===== config.mk =====
export PLATFORM = sky130hd
export DESIGN_NAME = csi_rx_dly_cal
export DESIGN_NICKNAME = d
export VERILOG_FILES = /design/src/rtl/csi_rx_dly_cal_pkg.sv /design/src/rtl/csi_rx_dly_cal_win.sv /design/src/rtl/csi_rx_dly_cal.sv
export SDC_FILE = /design/constraint.sdc
export NUM_CORES = 1
export LEC_CHECK = 0
export ABC_AREA = 1
export CAP_MARGIN = 30
export CORE_MARGIN = 1.5
export CORE_UTILIZATION = 41
export DETAILED_ROUTE_END_ITERATION = 8
export PLACE_DENSITY = 0.64
export SETUP_SLACK_MARGIN = 0.05
export SLEW_MARGIN = 20
export SYNTH_ARGS = -nofsm -noshare
export SYNTH_HDL_FRONTEND = slang
export SYNTH_SLANG_ARGS = --single-unit

===== constraint.sdc =====
create_clock -name clock -period 4.75 [get_ports clock]
set_clock_uncertainty 0.2 [all_clocks]
set_input_delay 1.1875 -clock clock [delete_from_list [all_inputs] [get_ports clock]]
set_output_delay 1.1875 -clock clock [all_outputs]
set_load 0.02 [all_outputs]

===== src/rtl/csi_rx_dly_cal_pkg.sv =====
// Shared types and constants for the CSI-2 RX per-lane delay calibration.
// Optional build macro: CSI_RX_DLY_CAL_STATS_EN (adds win_len / cal_count outputs).
package csi_rx_dly_cal_pkg;

   localparam int unsigned NUM_LANE    = 2;
   localparam int unsigned TAP_W       = 5;
   localparam int unsigned DEFAULT_TAP = 16;
   localparam int unsigned SETTLE_CYC  = 32;
   localparam int unsigned DWELL_CYC   = 4096;
   localparam int unsigned MIN_HITS    = 4;

   // One extra bit so a window covering every tap does not wrap to zero.
   localparam int unsigned LEN_W   = TAP_W + 1;
   localparam int unsigned NUM_TAP = 1 << TAP_W;

   typedef logic [TAP_W-1:0]    tap_t;
   typedef tap_t [NUM_LANE-1:0] lane_tap_t;
   typedef logic [LEN_W-1:0]    len_t;

   typedef enum logic [2:0] {
      StIdle,
      StLoad,
      StSettle,
      StDwell,
      StEval,
      StFinalLoad,
      StFinalSettle,
      StDone
   } cal_state_t;

   // Centre of a window, rounding down.
   function automatic tap_t win_centre(input tap_t start, input len_t len);
      return start + tap_t'(len >> 1);
   endfunction

endpackage


===== src/rtl/csi_rx_dly_cal_win.sv =====
// Per-lane sync-hit counter, pass decision, longest-window tracker and centre tap.
// Optional build macro: CSI_RX_DLY_CAL_STATS_EN (best_len is exported for statistics).
module csi_rx_dly_win
   import csi_rx_dly_cal_pkg::*;
#(
   parameter int unsigned MIN_HITS = csi_rx_dly_cal_pkg::MIN_HITS
) (
   input  logic clock,
   input  logic reset,
   input  logic win_clr,
   input  logic hit_clr,
   input  logic hit_en,
   input  logic sync_hit,
   input  logic eval,
   input  tap_t tap,
   output tap_t ctr_tap,
   output logic win_ok,
   output len_t best_len
);

   localparam int unsigned HIT_W = $clog2(MIN_HITS + 1);

   logic [HIT_W-1:0] hits_q;
   tap_t             cur_start_q, cur_start_d, best_start_q, best_start_d;
   len_t             cur_len_q, cur_len_d, best_len_q, best_len_d;
   logic             pass;

   assign pass = (hits_q == HIT_W'(MIN_HITS));

   // Hit counter, only counts while dwelling and saturates at MIN_HITS.
   always_ff @(posedge clock or posedge reset) begin
      if (reset) begin
         hits_q <= '0;
      end else if (hit_clr || win_clr) begin
         hits_q <= '0;
      end else if (hit_en && sync_hit && !pass) begin
         hits_q <= hits_q + 1'b1;
      end
   end

   // Window tracker next state; strict compare keeps the earliest of equal windows.
   always_comb begin
      cur_start_d  = cur_start_q;
      cur_len_d    = cur_len_q;
      best_start_d = best_start_q;
      best_len_d   = best_len_q;
      if (win_clr) begin
         cur_start_d  = '0;
         cur_len_d    = '0;
         best_start_d = '0;
         best_len_d   = '0;
      end else if (eval) begin
         if (pass) begin
            if (cur_len_q == '0) begin
               cur_start_d = tap;
            end
            cur_len_d = cur_len_q + 1'b1;
            if (cur_len_d > best_len_q) begin
               best_start_d = cur_start_d;
               best_len_d   = cur_len_d;
            end
         end else begin
            cur_len_d = '0;
         end
      end
   end

   // Window tracker registers.
   always_ff @(posedge clock or posedge reset) begin
      if (reset) begin
         cur_start_q  <= '0;
         cur_len_q    <= '0;
         best_start_q <= '0;
         best_len_q   <= '0;
      end else begin
         cur_start_q  <= cur_start_d;
         cur_len_q    <= cur_len_d;
         best_start_q <= best_start_d;
         best_len_q   <= best_len_d;
      end
   end

   // Derived from next-state values so the last tap's evaluation is included.
   assign ctr_tap  = win_centre(best_start_d, best_len_d);
   assign win_ok   = (best_len_d != '0);
   assign best_len = best_len_q;

endmodule


===== src/rtl/csi_rx_dly_cal.sv =====
// CSI-2 RX input-delay calibration: sweeps all IDELAY taps, centres each lane in
// its longest passing window.
// Optional build macro: CSI_RX_DLY_CAL_STATS_EN (adds win_len and cal_count outputs).
module csi_rx_dly_cal
   import csi_rx_dly_cal_pkg::*;
#(
   parameter int unsigned DEFAULT_TAP = csi_rx_dly_cal_pkg::DEFAULT_TAP,
   parameter int unsigned SETTLE_CYC  = csi_rx_dly_cal_pkg::SETTLE_CYC,
   parameter int unsigned DWELL_CYC   = csi_rx_dly_cal_pkg::DWELL_CYC,
   parameter int unsigned MIN_HITS    = csi_rx_dly_cal_pkg::MIN_HITS
) (
   input  logic                      clock,
   input  logic                      reset,
   input  logic                      start,
   input  logic [NUM_LANE-1:0]       sync_hit,
   output logic [NUM_LANE*TAP_W-1:0] dly_tap,
   output logic                      dly_load,
   output logic                      align_reset,
   output logic                      busy,
   output logic                      done,
`ifdef CSI_RX_DLY_CAL_STATS_EN
   output logic [NUM_LANE*LEN_W-1:0] win_len,
   output logic [7:0]                cal_count,
`endif
   output logic [NUM_LANE-1:0]       fail
);

   localparam tap_t DEF_TAP  = tap_t'(DEFAULT_TAP);
   localparam tap_t LAST_TAP = tap_t'(NUM_TAP - 1);

   cal_state_t                state;
   tap_t                      sweep;
   lane_tap_t                 tap_q;
   logic [15:0]               cnt;
   logic                      win_clr, hit_clr, hit_en, eval;
   logic                      settle_end;
   lane_tap_t                 ctr_tap;
   logic [NUM_LANE-1:0]       win_ok;
   len_t [NUM_LANE-1:0]       best_len;

   assign win_clr    = start && (state == StIdle || state == StDone);
   assign settle_end = (cnt == 16'(SETTLE_CYC - 1));
   assign hit_clr    = (state == StSettle) && settle_end;
   assign hit_en     = (state == StDwell);
   assign eval       = (state == StEval);
   assign dly_tap    = tap_q;

   for (genvar i = 0; i < NUM_LANE; i++) begin : g_lane
      csi_rx_dly_win #(
         .MIN_HITS (MIN_HITS)
      ) u_win (
         .clock    (clock),
         .reset    (reset),
         .win_clr  (win_clr),
         .hit_clr  (hit_clr),
         .hit_en   (hit_en),
         .sync_hit (sync_hit[i]),
         .eval     (eval),
         .tap      (sweep),
         .ctr_tap  (ctr_tap[i]),
         .win_ok   (win_ok[i]),
         .best_len (best_len[i])
      );
   end

   // Sweep FSM with registered outputs and shared settle/dwell counter.
   always_ff @(posedge clock or posedge reset) begin
      if (reset) begin
         state       <= StIdle;
         sweep       <= '0;
         cnt         <= '0;
         tap_q       <= {NUM_LANE{DEF_TAP}};
         dly_load    <= 1'b0;
         align_reset <= 1'b0;
         busy        <= 1'b0;
         done        <= 1'b0;
         fail        <= '0;
      end else begin
         unique case (state)
            StIdle, StDone: begin
               if (start) begin
                  state       <= StLoad;
                  sweep       <= '0;
                  tap_q       <= '0;
                  dly_load    <= 1'b1;
                  align_reset <= 1'b1;
                  busy        <= 1'b1;
                  done        <= 1'b0;
                  fail        <= '0;
               end
            end
            StLoad: begin
               dly_load <= 1'b0;
               cnt      <= '0;
               state    <= StSettle;
            end
            StSettle: begin
               if (settle_end) begin
                  cnt         <= '0;
                  align_reset <= 1'b0;
                  state       <= StDwell;
               end else begin
                  cnt <= cnt + 1'b1;
               end
            end
            StDwell: begin
               if (cnt == 16'(DWELL_CYC - 1)) begin
                  cnt   <= '0;
                  state <= StEval;
               end else begin
                  cnt <= cnt + 1'b1;
               end
            end
            StEval: begin
               dly_load    <= 1'b1;
               align_reset <= 1'b1;
               if (sweep == LAST_TAP) begin
                  for (int i = 0; i < NUM_LANE; i++) begin
                     tap_q[i] <= win_ok[i] ? ctr_tap[i] : DEF_TAP;
                  end
                  fail  <= ~win_ok;
                  state <= StFinalLoad;
               end else begin
                  sweep <= sweep + 1'b1;
                  tap_q <= {NUM_LANE{tap_t'(sweep + 1'b1)}};
                  state <= StLoad;
               end
            end
            StFinalLoad: begin
               dly_load <= 1'b0;
               cnt      <= '0;
               state    <= StFinalSettle;
            end
            StFinalSettle: begin
               if (settle_end) begin
                  cnt         <= '0;
                  align_reset <= 1'b0;
                  busy        <= 1'b0;
                  done        <= 1'b1;
                  state       <= StDone;
               end else begin
                  cnt <= cnt + 1'b1;
               end
            end
            default: state <= StIdle;
         endcase
      end
   end

`ifdef CSI_RX_DLY_CAL_STATS_EN
   assign win_len = best_len;

   // Completed-calibration counter, saturating.
   always_ff @(posedge clock or posedge reset) begin
      if (reset) begin
         cal_count <= '0;
      end else if (state == StFinalSettle && settle_end && cal_count != 8'hff) begin
         cal_count <= cal_count + 1'b1;
      end
   end
`endif

endmodule

Yosys cells after proc, flatten, opt, wreduce, memory -nomap -nowiden
Cells that the tools add are included.
{ "word_totals": {"output_inout_bits": 16, "ff_bits": 90, "in_bits": 5, "wordCells": 149} }
{ "op_classes": {"order_cmp": 2, "addsub": 8, "bitwise_logic": 1, "n_mux": 62, "eq_ne": 19, "n_reduce_logical": 37} }
{ "ops": {"columns": ["cell", "n"], "rows": [
  ["$mux W5", 20],
  ["$mux W6", 14],
  ["$pmux W16 S3", 1],
  ["$mux W16", 2],
  ["$mux W3", 9],
  ["$pmux W3 S7", 1],
  ["$mux W10", 2],
  ["$pmux W10 S2", 1],
  ["$eq A3 B3 Y1 const B", 6],
  ["$add A16 B1 Y16 const B", 1],
  ["$eq A16 B12 Y1 const B", 1],
  ["$eq A16 B5 Y1 const B", 1],
  ["$reduce_bool A2 Y1", 7],
  ["$add A6 B1 Y6 const B", 2],
  ["$gt A6 B6 Y1", 2],
  ["$logic_not A6 Y1", 2],
  ["$reduce_and A3 Y1", 4],
  ["$reduce_bool A6 Y1", 2],
  ["$add A5 B5 Y5", 2],
  ["$ne A2 B2 Y1 const B", 5],
  ["$pmux W5 S2", 1],
  ["$reduce_bool A3 Y1", 3],
  ["$reduce_and A2 Y1", 4],
  ["$add A3 B1 Y3 const B", 2],
  ["other kinds (17)", 34]
]} }

Longest topological paths before layout
{ "logic_depth": {"depth_word": 10, "mapped_depth": 26, "ltp_nobuf": 26} }

Modules after synthesis
A second synthesis with hierarchy kept.
{ "hier_totals": {"hier_cells": 748, "hier_area_um2": 5814.3} }
{ "modules_own_cells": {"columns": ["mod", "area_each_um2", "seq_area_each_um2", "cells_per_inst", "n_inst"], "rows": [
  ["csi_rx_dly_cal", 2478.6, 1003.5, 322, 1],
  ["csi_rx_dly_win at g_lane[1].u_win", 1677.9, 625.6, 213, 1],
  ["csi_rx_dly_win at g_lane[0].u_win", 1657.8, 625.6, 213, 1]
]} }

Worst setup path before layout
No wires, ideal clock.
{ "synth_timing": {"kind": "register -> register", "startpoint": "register g_lane[1].u_win.cur_len_q[0]", "endpoint": "register tap_q, in the netlist dly_tap[9]", "t_required_ps": 4474, "stages_incl_launch_ff": 24, "setup_slack_ps": 1143, "period_less_slack_ps": 3607, "t_arrival_ps": 3331, "n_path_buf": 0, "setup_ps": 76, "path_cell_list": "dfrtp_1 ha_1 nand3_1 xor2_1 inv_1 ha_1 nand2_1 nor2_1 nand2_1 nand3_1 nand2_4 inv_2 o21ai_0 a21oi_1 ha_1 inv_1 fa_1 nor2_1 a211oi_1 nand3b_1 nand2_1 nand2_1 nand2_1 nand2_1"} }
{ "synth_via": {"elab_chain_cells": 10, "word_cells_on_any_way": 17, "cone_classes": "add/sub: 2; order compare: 1; mux: 12; reduce/logical: 2"} }
{ "synth_rtl": {"columns": ["item", "line_no", "source"], "rows": [
  ["start: declaration", "csi_rx_dly_cal_win.sv:25", "len_t cur_len_q, cur_len_d, best_len_q, best_len_d;"],
  ["start signal: assignment", "csi_rx_dly_cal_win.sv:77", "cur_len_q <= cur_len_d;"],
  ["$add A6 B1 Y6 or $logic_not A6 Y1 (tied branches)", "csi_rx_dly_cal_win.sv:57, csi_rx_dly_cal_win.sv:54", null],
  ["$gt A6 B6 Y1 or $mux W5 (tied branches)", "csi_rx_dly_cal_win.sv:58, csi_rx_dly_cal_win.sv:54", null],
  ["$mux W5 (*)", "csi_rx_dly_cal_win.sv:58", "if (cur_len_d > best_len_q) begin"],
  ["$mux W5 (*)", "csi_rx_dly_cal_win.sv:53", "if (pass) begin"],
  ["$mux W5 (*)", "csi_rx_dly_cal_win.sv:52", "end else if (eval) begin"],
  ["$mux W5 (*)", "csi_rx_dly_cal_win.sv:47", "if (win_clr) begin"],
  ["via g_lane[1].u_win.best_start_d[0]", "csi_rx_dly_cal_win.sv:24", "tap_t cur_start_q, cur_start_d, best_start_q, best_start_d;"],
  ["$add A5 B5 Y5 (*)", "csi_rx_dly_cal_pkg.sv:33", "return start + tap_t'(len >> 1);"],
  ["$mux W5 (*)", "csi_rx_dly_cal.sv:119", "tap_q[i] <= win_ok[i] ? ctr_tap[i] : DEF_TAP;"],
  ["$mux W10 (*)", "csi_rx_dly_cal.sv:117", "if (sweep == LAST_TAP) begin"],
  ["$pmux W10 S2 (*)", "csi_rx_dly_cal.sv:79", "unique case (state)"],
  ["end signal: assignment", "csi_rx_dly_cal.sv:72", "tap_q <= {NUM_LANE{DEF_TAP}};"],
  ["end signal: indexed assignment", "csi_rx_dly_cal.sv:119", null],
  ["end signal: assignment", "csi_rx_dly_cal.sv:125", "tap_q <= {NUM_LANE{tap_t'(sweep + 1'b1)}};"],
  ["end: declaration", "csi_rx_dly_cal.sv:33", "lane_tap_t tap_q;"]
]} }
Mark *: on every way through the listed nets, which the timed path passes. The rest lies on a longest branch.
A chain may end at the register's enable or synchronous reset.

Worst setup path after layout
{ "layout_timing": {"startpoint": "register g_lane[0].u_win.cur_len_q[0]", "endpoint": "register tap_q, in the netlist dly_tap[4]"} }
{ "layout_via": {"elab_chain_cells": 10, "word_cells_on_any_way": 17, "cone_classes": "add/sub: 2; order compare: 1; mux: 12; reduce/logical: 2"} }
{ "layout_rtl": {"columns": ["item", "line_no"], "rows": [
  ["start: declaration", "csi_rx_dly_cal_win.sv:25"],
  ["start signal: assignment", "csi_rx_dly_cal_win.sv:77"],
  ["$add A6 B1 Y6 or $logic_not A6 Y1 (tied branches)", "csi_rx_dly_cal_win.sv:57, csi_rx_dly_cal_win.sv:54"],
  ["$gt A6 B6 Y1 or $mux W5 (tied branches)", "csi_rx_dly_cal_win.sv:58, csi_rx_dly_cal_win.sv:54"],
  ["$mux W5 (*)", "csi_rx_dly_cal_win.sv:58"],
  ["$mux W5 (*)", "csi_rx_dly_cal_win.sv:53"],
  ["$mux W5 (*)", "csi_rx_dly_cal_win.sv:52"],
  ["$mux W5 (*)", "csi_rx_dly_cal_win.sv:47"],
  ["via g_lane[0].u_win.best_start_d[0]", "csi_rx_dly_cal_win.sv:24"],
  ["$add A5 B5 Y5 (*)", "csi_rx_dly_cal_pkg.sv:33"],
  ["$mux W5 (*)", "csi_rx_dly_cal.sv:119"],
  ["$mux W10 (*)", "csi_rx_dly_cal.sv:117"],
  ["$pmux W10 S2 (*)", "csi_rx_dly_cal.sv:79"]
]} }
Marks and branches as above.

==> results_dict.tcl <==
set metrics [dict create \
    dp_hpwl_um 8850 \
    overflow 0 \
    cts_resized 0 \
    grt_first_pass_wirelength_um 20000 \
    min_path_type "flop to flop" \
    worstSetupPathType "flop to flop" \
    cts_tree "built" \
    relSlewSlack_pct 47.6 \
    synth.avg_cell_area_sq_um 7.75 \
    cts.clk_slew.worst_paths_ps 60 \
    final_common_cell "nand2_1" \
    timing.critical_path.max_delay_family "simple AND/OR/NAND/NOR gates" \
    portBuffers 20 \
    total_power_mw 2.33 \
    nFillCells 1294 \
    core_sq_um 12600 \
    antenna_cells 0 \
    cts_buffers 9 \
    r2r_setup_slack_ps 670 \
    die-area_sq_um 13600 \
    ant_nets 0 \
    place_area_sq_um 5700 \
    rr_startpoint "g_lane[0].u_win.cur_len_q[0]" \
    die_h_um 117 \
    fp.dieW_um 117 \
    p_per_area_nw_per_um2 389 \
    drtPass1Iterations 5 \
    synth_top_area_share_pct 41.6 \
    cp.depth 22 \
    rsz0062_at_grt "no" \
    synth.distinct_cells 42 \
    start_kind "flop" \
    clock_latency_ps 340 \
    grt_pass1_vias 4260 \
    cts_hold_buf 0 \
    tightestPinTransition_ps 778 \
    viasPerCell 4.97 \
    area_delta_synth_final_pct 12.8 \
    path_cells "ha_1 -> nand3_1 -> xor2_1 -> inv_1 -> ha_1 -> nand2_1 -> nor2_1 -> nand2_1 -> nand3_1 -> nand2_4 -> inv_2 -> o21ai_0 -> a21oi_1 -> ha_1 -> fa_1 -> a21oi_1 -> o21ai_0 -> nand4_1 -> nand3_1 -> nand2_1 -> o21ai_1 -> nand2_1" \
    ys_seq_elements 90 \
    cp_max_fo 9 \
    worstSetupStartpoint "g_lane[0].u_win.cur_len_q[0]" \
    finalSetupViolCount 0 \
    io_pins 21 \
    timing.rr.end "dly_tap[4]" \
    cts_setup_buffers 0 \
    first_iter_violations 210 \
    worstSetupEndpoint "dly_tap[4]" \
    crit_buf_inv 2 \
    grt_max_degree 51 \
    critical_path_required_ps 4830 \
    start_util_pct 42.0 \
    design_area_sq_um 5980 \
    yosys-top-cells-area "dfrtp_1 (42%), nand2_1 (12%), inv_1 (8.3%)" \
    finalMaxSlewViolations 0 \
    final_cell_mix "nand2_1 (175), inv_1 (116), dfrtp_1 (88)" \
    cpPeakStageDelay_ps 460 \
    drive_gt1_share_pct 5.59 \
    antenna_found_initial 0 \
    ir_drop_mv 0.360 \
    wirelength_um 11700 \
    gp_congestion 0.873 \
    cts-root-buf "clkbuf_16" \
    syn_nets 726 \
    status "finished, final reports clean" \
    grt_usage_pct 18.8 \
    crit_top_cell "nand2_1" \
    layout.area.seq_sq_um 2250 \
    cts_max_level 3 \
    synthCells 684 \
    fin_crit_sh_pct 86.0 \
    synth_area_sq_um 5300 \
    maxCapViolCount 0 \
    row_count 41 \
    timing.fmax_ghz 0.245 \
    multi_input_area_sq_um 2530 \
    clockBufferDepth 2 \
    clkSinkCount 90 \
    synth-seq-area-share_pct 42.6 \
    cp_slowest_cell "dfrtp_1" \
    p_leak_nw 3.11 \
    netlist.top_cell.by_area "dfrtp_1" \
    critPathArrivalTime_ps 4160 \
    fin_nets 754 \
    route.detailed.drc 0 \
    finalHoldViolCount 0 \
    tns_ps 0 \
    dr_total_vias 4416 \
    min_period_ps 4080 \
    r2r_cells 22 \
    post_drt_wl_per_cell_um 13.2 \
    cp-end-kind "flop" \
    ys_warn_count 0 \
]
final cells by class:
| type | instances | area share, % |
|---|---|---|
| clock inverter | 3 | 0.293 |
| multi-input combinational | 464 | 42.4 |
| inverter | 124 | 7.89 |
| tap | 172 | 3.60 |
| clock buffer | 12 | 3.96 |
| timing repair buffer | 23 | 4.14 |
| sequential | 90 | 37.7 |
flip-flops by register name (all words and copies together) (netlist names):
name	flops
busy	1
fail	2
dly_load	1
cnt	16
g_lane.u_win.best_len	12
dly_tap	10
g_lane.u_win.best_start_q	10
g_lane.u_win.cur_start_q	10
done	1
g_lane.u_win.hits_q	6
align_reset	1
g_lane.u_win.cur_len_q	12
sweep	5
state	3
logic make-up (layout without fill, tap and decap cells):
family / after synthesis / after routing / share of synthesized area (%)
compound gates: 98 / 98 / 10.6
xor+xnor: 16 / 16 / 2.64
fa+ha+maj: 37 / 37 / 9.02
buf+inv: 130 / 162 / 9.61
flops: 90 / 90 / 42.6
mux: 1 / 1 / 0.189
simple gates: 312 / 312 / 25.4
tightest hold or removal path, delay by kind of cell, from the launching register on:
kind	cells	cell delay, ps
DFF	1	370
and+or+nand+nor	2	110
per-layer routing:
| metal | up-vias | part of all wire (%) | global-route usage (%) |
|---|---|---|---|
| met5 | - | 0 | 0 |
| met4 | 0 | 1.4 | 5.78 |
| met3 | 13 | 2.7 | 2.91 |
| met2 | 65 | 48 | 31.5 |
| met1 | 2098 | 47 | 25.1 |
| li1 | 2240 | - | - |
metrics by stage:
stage	util (%)	cells	hold WS, ps	worst slack (ps)
after detailed placement	45.2	872	267	644
after floorplan	-	684	263	1030
after global placement	45.2	872	255	770
after global routing	47.4	888	280	111
after CTS	47.2	887	276	627
final	47.4	888	270	666
worst min path at each step:
stage	start	to	slack, ps	cells past startpoint
2_1_floorplan	cnt[4]	cnt[4]	260	2
3_3_place_gp	dly_tap[9]	dly_tap[9]	250	2
3_5_place_dp	dly_tap[9]	dly_tap[9]	270	2
4_1_cts	dly_tap[9]	dly_tap[9]	280	2
5_1_grt	dly_tap[9]	dly_tap[9]	280	2
6_report	dly_tap[9]	dly_tap[9]	270	2
report_power, final:
group / switching (mW) / total, mW / internal (mW)
clock: 0.296 / 0.647 / 0.351
sequential: 0.0563 / 0.900 / 0.843
combinational: 0.551 / 0.779 / 0.229
Yosys cell counts (all sizes together):
master and instances:
nand3 54, o21ai 43, a211oi 3, mux2i 1, clkinv 3, nor3b 2
a221oi 1, dfrtp 88, o211ai 1, o21a 1, ha 35, or2 1
o22ai 18, xor2 13, a21oi 29, o31ai 1, inv 121, nand2 181
nor4 1, clkbuf 2, nand3b 2, nor2 58, xnor2 3, buf 4
nor3 9, fa 2, dfstp 2, nand4 4, a2bb2oi 1
Note: power is estimated with default switching activity, not from simulation.
